<file path="src/rtl/full_adder_bit.sv">
// Registered WIDTH-bit ripple full adder producing sum, carry-out and signed overflow.
// Define FULL_ADDER_BIT_INREG_EN to add an input register stage (2-cycle latency).
module full_adder_bit #(
  parameter int WIDTH = 1
) (
  input  logic             clk,
  input  logic             rst_n,
  input  logic             in_valid,
  input  logic [WIDTH-1:0] a,
  input  logic [WIDTH-1:0] b,
  input  logic             c,
  output logic [WIDTH-1:0] s,
  output logic             co,
  output logic             ovf,
  output logic             out_valid
);

  function automatic logic [WIDTH:0] ripple_add(input logic [WIDTH-1:0] x,
                                                 input logic [WIDTH-1:0] y,
                                                 input logic             cin);
    logic [WIDTH:0]   cy;
    logic [WIDTH-1:0] sum;
    cy[0] = cin;
    for (int i = 0; i < WIDTH; i++) begin
      sum[i]  = x[i] ^ y[i] ^ cy[i];
      cy[i+1] = (x[i] & y[i]) | (x[i] & cy[i]) | (y[i] & cy[i]);
    end
    return {cy[WIDTH], sum};
  endfunction

  function automatic logic signed_ovf(input logic xs, input logic ys, input logic ss);
    return (xs ~^ ys) & (ss ^ xs);
  endfunction

  logic [WIDTH-1:0] add_a;
  logic [WIDTH-1:0] add_b;
  logic             add_c;
  logic             add_vld;

`ifdef FULL_ADDER_BIT_INREG_EN
  logic [WIDTH-1:0] a_p0_d, a_p0_q;
  logic [WIDTH-1:0] b_p0_d, b_p0_q;
  logic             c_p0_d, c_p0_q;
  logic             vld_p0_d, vld_p0_q;

  // Stage p0: operand capture; data loads only on valid, valid always loads
  always_comb begin
    a_p0_d   = a_p0_q;
    b_p0_d   = b_p0_q;
    c_p0_d   = c_p0_q;
    vld_p0_d = in_valid;
    if (in_valid) begin
      a_p0_d = a;
      b_p0_d = b;
      c_p0_d = c;
    end
  end

  always_ff @(posedge clk or negedge rst_n) begin
    if (!rst_n) begin
      a_p0_q   <= '0;
      b_p0_q   <= '0;
      c_p0_q   <= 1'b0;
      vld_p0_q <= 1'b0;
    end else begin
      a_p0_q   <= a_p0_d;
      b_p0_q   <= b_p0_d;
      c_p0_q   <= c_p0_d;
      vld_p0_q <= vld_p0_d;
    end
  end

  assign add_a   = a_p0_q;
  assign add_b   = b_p0_q;
  assign add_c   = c_p0_q;
  assign add_vld = vld_p0_q;
`else
  assign add_a   = a;
  assign add_b   = b;
  assign add_c   = c;
  assign add_vld = in_valid;
`endif

  logic [WIDTH:0]   sum_full;
  logic [WIDTH-1:0] s_p1_d, s_p1_q;
  logic             co_p1_d, co_p1_q;
  logic             ovf_p1_d, ovf_p1_q;
  logic             vld_p1_d, vld_p1_q;

  // Stage p1: result register; holding on !valid keeps unknown operands out of state
  always_comb begin
    sum_full = ripple_add(add_a, add_b, add_c);
    s_p1_d   = s_p1_q;
    co_p1_d  = co_p1_q;
    ovf_p1_d = ovf_p1_q;
    vld_p1_d = add_vld;
    if (add_vld) begin
      s_p1_d   = sum_full[WIDTH-1:0];
      co_p1_d  = sum_full[WIDTH];
      ovf_p1_d = signed_ovf(add_a[WIDTH-1], add_b[WIDTH-1], sum_full[WIDTH-1]);
    end
  end

  always_ff @(posedge clk or negedge rst_n) begin
    if (!rst_n) begin
      s_p1_q   <= '0;
      co_p1_q  <= 1'b0;
      ovf_p1_q <= 1'b0;
      vld_p1_q <= 1'b0;
    end else begin
      s_p1_q   <= s_p1_d;
      co_p1_q  <= co_p1_d;
      ovf_p1_q <= ovf_p1_d;
      vld_p1_q <= vld_p1_d;
    end
  end

  assign s         = s_p1_q;
  assign co        = co_p1_q;
  assign ovf       = ovf_p1_q;
  assign out_valid = vld_p1_q;

endmodule

</file>
<file path="config.mk">
export PLATFORM = sky130hd
export DESIGN_NAME = full_adder_bit
export DESIGN_NICKNAME = d
export VERILOG_FILES = /design/src/rtl/full_adder_bit.sv
export SDC_FILE = /design/constraint.sdc
export NUM_CORES = 1
export LEC_CHECK = 0
export BUFFER_PORTS_ARGS = -buffer_cell sky130_fd_sc_hd__buf_2
export CORE_AREA = 2 2 39 41
export DETAILED_ROUTE_END_ITERATION = 8
export DIE_AREA = 0 0 41 43
export SLEW_MARGIN = 20
export SYNTH_ARGS = -nofsm -noshare
export SYNTH_HDL_FRONTEND = slang
export SYNTH_SLANG_ARGS = --single-unit
</file>
<file path="constraint.sdc">
create_clock -name clk -period 1.1 [get_ports clk]
set_input_delay 0 -clock clk [delete_from_list [all_inputs] [get_ports clk]]
set_output_delay 0 -clock clk [all_outputs]
set_load 0.02 [all_outputs]
</file>
==> impl_metrics.env <==
export IMPL_crit_type="in -> reg"
export IMPL_status="complete, no violations"
export IMPL_synth_ff_type="dfrtp_1"
export IMPL_drive_gt1_share_pct=53.8
export IMPL_fin_crit_ns=0.878
export IMPL_syn_instance_count=12
export IMPL_postPlaceCellArea_um2=245
export IMPL_ir_drop_mv=0.467
export IMPL_path_max_fanout=5
export IMPL_hold_ws_ns=0.0989
export IMPL_fill_cells=149
export IMPL_critical_path_slowest_cell="dlygate4sd3_1"
export IMPL_die_w_um=41
export IMPL_yosysTopAreaCell="dfrtp_1"
export IMPL_critPathLaunchType="primary input"
export IMPL_routedWlPerCell_um=9.38
export IMPL_drc=0
export IMPL_die_y_um=43
export IMPL_start_util_pct=13.0
export IMPL_worstSkewPairLatency_ns=0.23
export IMPL_grt_start_max_net_pins=6
export IMPL_maxCapViolCount=0
export IMPL_fin_tns_setup_ns=0
export IMPL_slew_headroom_pct=92.1
export IMPL_post_route_period_util_pct=79.8
export IMPL_cts_tree="done"
export IMPL_multi_input_area_um2=76.3
export IMPL_crit_chain="dlygate4sd3_1, buf_2, mux2_2"
export IMPL_antenna_found_initial=0
export IMPL_critPathCaptureType="register"
export IMPL_yosysMostFrequentCell="dfrtp_1"
export IMPL_clkTransAtPathRegs_ns=0.04
export IMPL_clock_sinks=4
export IMPL_synth_edf_count=0
export IMPL_p_per_area_mw_per_mm2=1630
export IMPL_grt_pass1_vias=148
export IMPL_fin_area_um2=288
export IMPL_drt_iter0_drc=0
export IMPL_worst_ep_required_time_ns=1.22
export IMPL_r2r_setup_slack_ns=0.35
export IMPL_nets=36
export IMPL_grt_usage_pct=6.65
export IMPL_hold_viol=0
export IMPL_total_power_uw=468
export IMPL_h_tree_depth=1
export IMPL_placement_io_buffers=9
export IMPL_ys_warn_count=0
export IMPL_synth_area_leaders="dfrtp_1 (56%), mux2_2 (13%), fa_1 (11%), ha_1 (6.9%), xnor2_1 (4.9%)"
export IMPL_syn_num_nets=20
export IMPL_die_area_mm2=0.00176
export IMPL_crit_arrival_ns=1.00
export IMPL_cts_buffers=3
export IMPL_synth_top_area_share_pct=55.6
export IMPL_final_seq_area_um2=100
export IMPL_ys_seq_area_share_pct=55.6
export IMPL_core_area_mm2=0.00138
export IMPL_ant_nets=0
export IMPL_finalClockSkew_ns=0
export IMPL_grt_overflow=0
export IMPL_synth_common_cells="dfrtp_1 (4), mux2_2 (2)"
export IMPL_drt_first_pass_iters=1
export IMPL_rows=14
export IMPL_synth_avg_cell_area_um2=15.0
export IMPL_ys_ff_latch=4
export IMPL_setup_viol=0
export IMPL_via_count=137
export IMPL_fmax_mhz=1140
export IMPL_gp_congestion=0.644
export IMPL_cp_slowest_stage_delay_ns=0.51
export IMPL_hp_class="in -> async"
export IMPL_cts_buffer_depth=2
export IMPL_slew_viol_final=0
export IMPL_synth_cell_types=8
export IMPL_grt_pass1_wl_um=641
export IMPL_diodes=0
export IMPL_wl_um=394
export IMPL_async_reset_ff_share_pct=100
export IMPL_rsz0062_at_grt="no"
export IMPL_area_delta_synth_final_pct=59.7
export IMPL_vias_per_cell=3.26
export IMPL_syn_cell_area_um2=180
export IMPL_power_leakage_nw=0.138
export IMPL_worst_pin_slew_ns=0.118
export IMPL_cts_root_buf="clkbuf_4"
export IMPL_ios=10
-- sequential cells by signal, indices dropped and copies added (netlist names) --
name and flops:
co 1, out_valid 1, ovf 1, s 1
-- worst paths after layout --
kind                           from  endpoint  cells past startpoint
max                        in_valid         s                      3
min                           rst_n       ovf                      2
max reg2reg                      co        co                      1
min reg2reg                       s         s                      1
max in group asynchronous     rst_n        co                      2
min in group clk                  a       ovf                      3
-- kinds of logic after synthesis --
logic type | Yosys count | synth area share [%]
fa+ha+maj | 2 | 18.1
flops | 4 | 55.6
compound gates | 1 | 3.47
buf+inv | 1 | 2.08
xor+xnor | 1 | 4.86
simple gates | 1 | 3.47
mux | 2 | 12.5
-- repair_timing --
action                     4_1_cts  5_1_grt
buffers inserted                 0        0
hold buffers                     2        0
setup endpoints to repair        0        0
gates resized for setup          0        0
hold endpoints to repair         5        0
-- critical path: cells and delay by family --
| family | cells | cell delay (ns) |
|---|---|---|
| muxes | 1 | 0.33 |
| buffers and inverters | 2 | 0.66 |
-- cells in the final DEF, fill, tap and decap left out, drive strengths merged --
master       count
inv              1
mux2             2
dlygate4sd3      2
o22ai            1
xnor2            1
clkbuf           3
buf              9
nand2b           1
ha               1
fa               1
dfrtp            4
-- routing by layer --
layer,GRT usage [%],share of wire (%)
met1,7.49,48
met4,2.00,0
met5,0,0
met2,6.88,32
met3,9.42,19
-- final cells by class --
| cell class | instances | area share (%) |
|---|---|---|
| Inverter | 1 | 1.30 |
| Tap cell | 16 | 6.96 |
| Timing Repair Buffer | 11 | 22.6 |
| Multi-Input combinational cell | 7 | 26.5 |
| Clock buffer | 3 | 7.83 |
| Sequential cell | 4 | 34.8 |
-- per-stage QoR --
step / cells / setup slack, ns / utilization (%)
detailed placement: 37 / 0.0433 / 17.7
floorplan: 12 / 0.222 / -
finish: 42 / 0.222 / 20.8
CTS: 42 / 0.226 / 20.8
global placement: 37 / 0.0599 / 17.7
global route: 42 / 0.175 / 20.8
-- power by group --
part	total, mW	switching [mW]	internal [mW]
Clock	0.186	0.0635	0.122
Sequential	0.176	0.00811	0.168
Combinational	0.107	0.0580	0.0486
Total	0.468	0.130	0.338
Note: power is estimated with default switching activity, not from simulation.
